`src/rtl/hover_controller.sv`:
```
// Debounced push-button hover cursor over a 4x3 product grid or a 12-slot basket list.
// Define HOVER_WRAP_EN to make edge moves wrap around; otherwise they saturate.
module hover_controller #(
  parameter int DEBOUNCE_CYCLES = 500000,
  parameter int CNT_WIDTH       = 20
) (
  input  logic        CLK,
  input  logic        RST,
  input  logic        BTN_UP,
  input  logic        BTN_DOWN,
  input  logic        BTN_LEFT,
  input  logic        BTN_RIGHT,
  input  logic        BTN_SELECT,
  input  logic        SW2,
  output logic [11:0] HighlightedProductList,
  output logic [3:0]  CursorID,
  output logic        AddPulse,
  output logic        RemovePulse,
  output logic [1:0]  dbg_state
);

`ifdef HOVER_WRAP_EN
  localparam bit WRAP_EN = 1'b1;
`else
  localparam bit WRAP_EN = 1'b0;
`endif

  localparam logic [CNT_WIDTH-1:0] CNT_LAST = CNT_WIDTH'(DEBOUNCE_CYCLES - 1);

  typedef enum logic [1:0] {IDLE, DB_PRESS, HELD, DB_RELEASE} state_t;
  // Key codes double as bit positions in the synced, active-high button vector.
  typedef enum logic [2:0] {K_RIGHT, K_LEFT, K_DOWN, K_UP, K_SEL} key_t;

  logic [4:0]           btn_s1_q, btn_s1_d, btn_s2_q, btn_s2_d;
  logic                 sw2_s1_q, sw2_s1_d, sw2_s2_q, sw2_s2_d, sw2_prev_q, sw2_prev_d;
  state_t               state_q, state_d;
  key_t                 key_q, key_d, win_key;
  logic [CNT_WIDTH-1:0] cnt_q, cnt_d;
  logic [3:0]           cursor_q, cursor_d;
  logic [11:0]          list_q, list_d;
  logic                 add_q, add_d, rem_q, rem_d;

  logic [4:0] pressed;
  logic       any_press, event_fire, sw2_toggle;
  logic [1:0] row, col;

  always_comb begin
    btn_s1_d   = {BTN_SELECT, BTN_UP, BTN_DOWN, BTN_LEFT, BTN_RIGHT};
    btn_s2_d   = btn_s1_q;
    sw2_s1_d   = SW2;
    sw2_s2_d   = sw2_s1_q;
    sw2_prev_d = sw2_s2_q;
    pressed    = ~btn_s2_q;
    any_press  = |pressed;
    sw2_toggle = sw2_s2_q != sw2_prev_q;
  end

  always_comb begin
    win_key = K_RIGHT;
    if (pressed[K_SEL])       win_key = K_SEL;
    else if (pressed[K_UP])   win_key = K_UP;
    else if (pressed[K_DOWN]) win_key = K_DOWN;
    else if (pressed[K_LEFT]) win_key = K_LEFT;
  end

  // One counter serves both the press and the release debounce windows.
  always_comb begin
    state_d    = state_q;
    cnt_d      = cnt_q;
    key_d      = key_q;
    event_fire = 1'b0;
    case (state_q)
      IDLE: begin
        if (any_press) begin
          key_d   = win_key;
          cnt_d   = '0;
          state_d = DB_PRESS;
        end
      end
      DB_PRESS: begin
        if (!pressed[key_q]) begin
          state_d = IDLE;
        end else if (cnt_q == CNT_LAST) begin
          event_fire = 1'b1;
          state_d    = HELD;
        end else begin
          cnt_d = cnt_q + 1'b1;
        end
      end
      HELD: begin
        if (!any_press) begin
          cnt_d   = '0;
          state_d = DB_RELEASE;
        end
      end
      DB_RELEASE: begin
        if (any_press) begin
          state_d = HELD;
        end else if (cnt_q == CNT_LAST) begin
          state_d = IDLE;
        end else begin
          cnt_d = cnt_q + 1'b1;
        end
      end
      default: state_d = IDLE;
    endcase
  end

  // AddPulse/RemovePulse are single-cycle strobes with no ready: the consumer
  // must act on CursorID in the same cycle the strobe is high.
  always_comb begin
    row      = cursor_q[3:2];
    col      = cursor_q[1:0];
    cursor_d = cursor_q;
    add_d    = 1'b0;
    rem_d    = 1'b0;
    if (sw2_toggle) begin
      cursor_d = 4'd0;
    end else if (event_fire) begin
      if (!sw2_s2_q) begin
        case (key_q)
          K_SEL:   add_d = 1'b1;
          K_UP:    if (row != 2'd0) cursor_d = cursor_q - 4'd4;
                   else if (WRAP_EN) cursor_d = {2'd2, col};
          K_DOWN:  if (row != 2'd2) cursor_d = cursor_q + 4'd4;
                   else if (WRAP_EN) cursor_d = {2'd0, col};
          K_LEFT:  if (col != 2'd0) cursor_d = cursor_q - 4'd1;
                   else if (WRAP_EN) cursor_d = {row, 2'd3};
          K_RIGHT: if (col != 2'd3) cursor_d = cursor_q + 4'd1;
                   else if (WRAP_EN) cursor_d = {row, 2'd0};
          default: cursor_d = cursor_q;
        endcase
      end else begin
        case (key_q)
          K_SEL:   rem_d = 1'b1;
          K_UP:    if (cursor_q != 4'd0) cursor_d = cursor_q - 4'd1;
                   else if (WRAP_EN) cursor_d = 4'd11;
          K_DOWN:  if (cursor_q != 4'd11) cursor_d = cursor_q + 4'd1;
                   else if (WRAP_EN) cursor_d = 4'd0;
          default: cursor_d = cursor_q;
        endcase
      end
    end
    list_d = 12'd1 << cursor_d;
  end

  // Button synchronizers reset to the released (high) level so reset never looks like a press.
  always_ff @(posedge CLK or posedge RST) begin
    if (RST) begin
      btn_s1_q   <= 5'h1f;
      btn_s2_q   <= 5'h1f;
      sw2_s1_q   <= 1'b0;
      sw2_s2_q   <= 1'b0;
      sw2_prev_q <= 1'b0;
      state_q    <= IDLE;
      key_q      <= K_RIGHT;
      cnt_q      <= '0;
      cursor_q   <= 4'd0;
      list_q     <= 12'h001;
      add_q      <= 1'b0;
      rem_q      <= 1'b0;
    end else begin
      btn_s1_q   <= btn_s1_d;
      btn_s2_q   <= btn_s2_d;
      sw2_s1_q   <= sw2_s1_d;
      sw2_s2_q   <= sw2_s2_d;
      sw2_prev_q <= sw2_prev_d;
      state_q    <= state_d;
      key_q      <= key_d;
      cnt_q      <= cnt_d;
      cursor_q   <= cursor_d;
      list_q     <= list_d;
      add_q      <= add_d;
      rem_q      <= rem_d;
    end
  end

  assign HighlightedProductList = list_q;
  assign CursorID               = cursor_q;
  assign AddPulse               = add_q;
  assign RemovePulse            = rem_q;
  assign dbg_state              = state_q;

endmodule

```
`config.mk`:
```
export PLATFORM = sky130hd
export DESIGN_NAME = hover_controller
export DESIGN_NICKNAME = d
export VERILOG_FILES = /design/src/rtl/hover_controller.sv
export SDC_FILE = /design/constraint.sdc
export NUM_CORES = 1
export LEC_CHECK = 0
export CAP_MARGIN = 10
export CORE_MARGIN = 4
export CORE_UTILIZATION = 62
export CTS_CLUSTER_SIZE = 14
export DETAILED_ROUTE_END_ITERATION = 8
export PLACE_DENSITY_LB_ADDON = 0.3
export SLEW_MARGIN = 20
export SYNTH_ARGS = -nofsm -noshare
export SYNTH_HDL_FRONTEND = slang
export SYNTH_SLANG_ARGS = --single-unit
export TNS_END_PERCENT = 50
```
`constraint.sdc`:
```
create_clock -name CLK -period 7.5 [get_ports CLK]
set_input_delay 0.75 -clock CLK [delete_from_list [all_inputs] [get_ports CLK]]
set_output_delay 0.75 -clock CLK [all_outputs]
set_load 0.1 [all_outputs]
```
# --- Word level (Yosys, flattened, before mapping) ---
# Index checks and enable logic that the tools add are counted.
# W data, S select, Z words.
op_classes:
  n_addsub: 5
  magnitude_cmp: 1
  n_eq_ne: 18
  shifts: 1
  muxes: 40
  bitwise: 1
  n_reduce_logical: 9
ops:
  columns: ["operator", "n"]
  rows:
  - ["$mux W20", 5]
  - ["$pmux W20 S4", 1]
  - ["$mux W4", 9]
  - ["$add A20 B1 Y20 const B", 1]
  - ["$eq A20 B19 Y1 const B", 1]
  - ["$mux W2", 8]
  - ["$pmux W4 S4", 1]
  - ["$mux W1", 12]
  - ["$ne A2 B2 Y1 const B", 6]
  - ["$shl A1 B4 Y12 const A", 1]
  - ["$pmux W2 S4", 1]
  - ["$pmux W4 S2", 1]
  - ["$reduce_and A4 Y1", 2]
  - ["$eq A3 B2 Y1 const B", 2]
  - ["$ne A3 B3 Y1 const B", 2]
  - ["$not A5 Y5", 1]
  - ["$reduce_or A5 Y1", 1]
  - ["$add A4 B1 Y4 const B", 1]
  - ["$add A4 B3 Y4 const B", 1]
  - ["$eq A2 B2 Y1 const B", 2]
  - ["$lt A3 B4 Y1 const B", 1]
  - ["$ne A4 B4 Y1 const B", 1]
  - ["$reduce_bool A2 Y1", 2]
  - ["$reduce_bool A4 Y1", 1]
  - ["11 further kinds", 11]
totals:
  ff_bits: 56
  input_bits: 8
  out_inout_bits: 20
  elab_cells: 87

# --- Longest topological paths before layout ---
depth:
  word_depth: 8
  depth_mapped: 11
  depth_no_buf: 9

# --- Least setup slack after synthesis ---
# No wires, ideal clock.
synth_timing:
  kind: "register -> register"
  startpoint: "reg cursor_q[3], in the netlist CursorID[3]"
  endpoint: "reg list_q[7], in the netlist HighlightedProductList[7]"
  setup_time_ns: 0.073
  arrival_ns: 3.316
  t_required_ns: 7.427
  slack_ns: 4.111
  stages_incl_launch_ff: 11
  n_path_buf: 1
  synth_period_minus_slack_ns: 3.389
  path_cell_list: "dfrtp_1 clkbuf_1 inv_1 ha_1 a21boi_0 a221o_1 a21oi_1 or4b_1 and2_4 or4_4 nor2b_1"
synth_between:
  elab_chain_len: 7
  word_cells_on_any_way: 20
  classes_between: "add/sub: 4; eq/ne: 2; shift: 1; mux: 11; reduce/logical: 2"
synth_rtl:
  columns: ["item", "line", "text"]
  rows:
  - ["start, declared", "39", "logic [3:0] cursor_q, cursor_d;"]
  - ["start signal, assigned", "171", "cursor_q <= cursor_d;"]
  - ["$add A4 B1 Y4 (tied with other cells)", "129, 138", null]
  - ["$mux W4 (tied with other cells)", "129", "K_RIGHT: if (col != 2'd3) cursor_d = cursor_q + 4'd1;"]
  - ["$pmux W4 S4 or $pmux W4 S2 (tied branches)", "121, 134", null]
  - ["$mux W4", "120", "if (!sw2_s2_q) begin"]
  - ["$mux W4 (*)", "119", "end else if (event_fire) begin"]
  - ["$mux W4 (*)", "117", "if (sw2_toggle) begin"]
  - ["$shl A1 B4 Y12 (*)", "144", "list_d = 12'd1 << cursor_d;"]
  - ["net list_d[7]", "40", "logic [11:0] list_q, list_d;"]
  - ["end signal, assigned", "172", "list_q <= list_d;"]
  - ["end, declared", "40", null]
# Mark *: on every way through the listed nets, which the timed path passes. The rest lies on a longest branch.
# A chain may end at the register's enable or synchronous reset.

# --- Final worst setup path ---
layout_timing:
  startpoint: "reg state_q[0], in the netlist dbg_state[0]"
  endpoint: "out dbg_state[0]"
layout_lines:
  columns: ["item", "line", "text"]
  rows:
  - ["start, declared", "36", "state_t state_q, state_d;"]
  - ["start signal, assigned", "168", "state_q <= state_d;"]
  - ["end, declared", "19", "output logic [1:0] dbg_state"]
# No word-level cell between the ends.

==> qor.csv <==
metric,value,unit
main flop type after synthesis,dfrtp_1,
core area,4786,um^2
multiplexer share of the synthesized area,0.02824,
CTS tree,yes,
mean routed wirelength per cell,15.93,um
skew final,0.007047,ns
critical path launch point type,flop,
period utilisation layout,0.4235,
die width,78.73,um
layout net count,356,
Post-synth EDFFs,0,
Max VDD drop,188.8,uV
power density cells,215.3,nW/um^2
gr usage total,0.2338,
Pleak,1.432,nW
row count,25,
IO Pins,28,
Die Span Y,78.73,um
vias per cell,6.292,
crit-path leading delay family,buffers and inverters,
run status,"complete, no violations",
final hold slack,0.3545,ns
Setup WS pre-CTS,4.522,ns
CTS Root Cell,clkbuf_8,
unrepaired setup endpoints after global routing,false,
Hold EP,sw2_prev_d,
1st-iter DRT viols,240,
Yosys cell types,65,
Detailed Routing Iterations Pass 1,4,
initial antenna violation count,0,
"Clk Latency, worst-skew pair",0.30,ns
reg2reg start,key_q[1],
CTS Sinks,56,
CTS max path bufs,2,
CTS buffer count,5,
Port-buffer cells,27,
Synth Area in XOR/XNOR,0.03106,
Synth Net Count,335,
post-CTS setup buffer count,0,
hold_buf cts,0,
WP data required,6.75,ns
Initial Util,0.6481,
DRC violations left,0,
"commonest non-fill, non-tap cell in the layout",dfrtp_1,
grt ovf,0,
CP Cell Sequence,clkdlybuf4s50_1,
max-slew violations,0,
syn_area_per_cell,9.754,um^2
setup ws final,4.323,ns
final setup fails,0,
Post-Synth Adder-Cell Area,0.03630,
worst reg2reg setup slack,4.47,ns
Vias,2561,
Cells after Synth,318,
Post-DP HPWL,4657,um
leading post-synthesis cells by cell area,"dfrtp_1 36%, dfstp_2 9.3%, nor2_1 4.1%",
Crit Path Max Fanout,26,
CP Class,flop to primary output,
Hold WC Path Type,flop to flop,
placed cell count,399,
ys async rst share,1.000,
Worst setup EP type,primary output,
Max Clk Rate,314.8,MHz
Hold Crit Start,sw2_s1_q,
Worst R2R End,HighlightedProductList[7],
Buf/Inv on CP,1,
crit path time final,3.177,ns
WL final,6483,um
P&R area growth vs syn,12.67,%
top cell type's share of synthesized area,0.3630,
R2R depth,7,
"Largest stage delay, worst path",1.27,ns
Synth Area in Compound Gates,0.1589,
Synth area leader,dfrtp_1,
Final Power,0.7523,mW
CP arrival,2.43,ns
Worst path slowest cell,clkdlybuf4s50_1,
Mapped Area,3102,um^2
normalized max-slew margin,0.3516,
most frequent cells in the layout,"45 x dfrtp_1, 34 x nor2_1, 27 x clkdlybuf4s50_1",
largest family of logic cells by synthesized area,simple AND/OR/NAND/NOR gates,
Simple-Gate Fraction of Synth Area,0.2545,
final hold viol count,0,
post-route insts no fill,407,
Post-CTS Resized,0,
number of global-route vias before repair,2484,
hold path depth,0,
ANT cells,0,
die area,6198,um^2
clock slew seen by the registers of the worst setup and hold paths,0.09,ns
Worst-Margin Slew,0.9696,ns
global-route wire length before repair,11690,um
# Max-Cap Violations,0,
fraction of layout cells with a size suffix above 1,0.1029,
largest net degree at the start of global routing,57,
Post-Route Setup TNS,0,ns
htree depth,2,
yosys warns,0,
sequential cell area fraction in the yosys report,0.4562,
#FFs+latches synth,56,
ANT nets after route,0,
GPL Wtd Cong,0.8985,
-- how the worst max path moves through the flow --
stage                            start                         to  slack (ns)  depth (start not counted)
after floorplan            CursorID[3]  HighlightedProductList[7]        4.11                         10
after global placement        key_q[1]  HighlightedProductList[7]        4.64                          7
after detailed placement      key_q[1]  HighlightedProductList[7]        4.52                          7
after CTS                 dbg_state[0]               dbg_state[0]        4.33                          1
after global routing          key_q[1]  HighlightedProductList[2]        4.19                          7
final                     dbg_state[0]               dbg_state[0]        4.32                          1
-- flip-flops by register name (all words and copies together) (netlist names) --
register,flops
AddPulse,1
CursorID,4
HighlightedProductList,12
RemovePulse,1
btn_s1_q,5
btn_s2_q,5
cnt_q,20
dbg_state,2
key_q,3
sw2_prev_d,1
sw2_prev_q,1
sw2_s1_q,1
-- Yosys cell counts (all sizes together), types with 9 or more instances --
library cell,count
dfstp,11
nor2,34
dfrtp,45
o21ai,11
nand3,17
inv,12
clkbuf,11
nor3,11
ha,9
nand2,23
-- final cells by class --
| type | instances | area [um^2] |
|---|---|---|
| multi-input combinational | 236 | 1579 |
| sequential | 56 | 1415 |
| fill | 342 | 1291 |
| timing repair buffer | 28 | 277.8 |
| clock buffer | 7 | 86.33 |
| tap | 67 | 83.83 |
| inverter | 12 | 45.04 |
| clock inverter | 1 | 7.507 |
-- metal layers --
metal / track usage / vias to the layer above / routed length [um]
li1: - / 1228 / -
met1: 0.3201 / 1233 / 2849
met2: 0.3693 / 89 / 3196
met3: 0.04195 / 11 / 338
met4: 0.09441 / 0 / 98
met5: 0 / - / 0
-- where the power goes --
| part | leakage [nW] | switching (mW) | internal, mW |
|---|---|---|---|
| registers | 0.729 | 0.0582 | 0.321 |
| clock network | 0.0445 | 0.0903 | 0.0752 |
| logic | 0.659 | 0.133 | 0.0739 |
-- cell families (layout without fill, tap and decap cells) --
family,Yosys count,after routing
simple gates,143,143
compound gates,65,65
flops,56,56
buf+inv,26,48
xor+xnor,11,11
fa+ha+maj,9,9
mux,8,8
-- per-stage QoR --
step	utilization	area [um^2]
after floorplan	-	3102
after global placement	0.7106	3401
after detailed placement	0.7106	3401
after CTS	0.7302	3495
after global routing	0.7302	3495
final	0.7302	3495
Note: power is estimated with default switching activity, not from simulation.
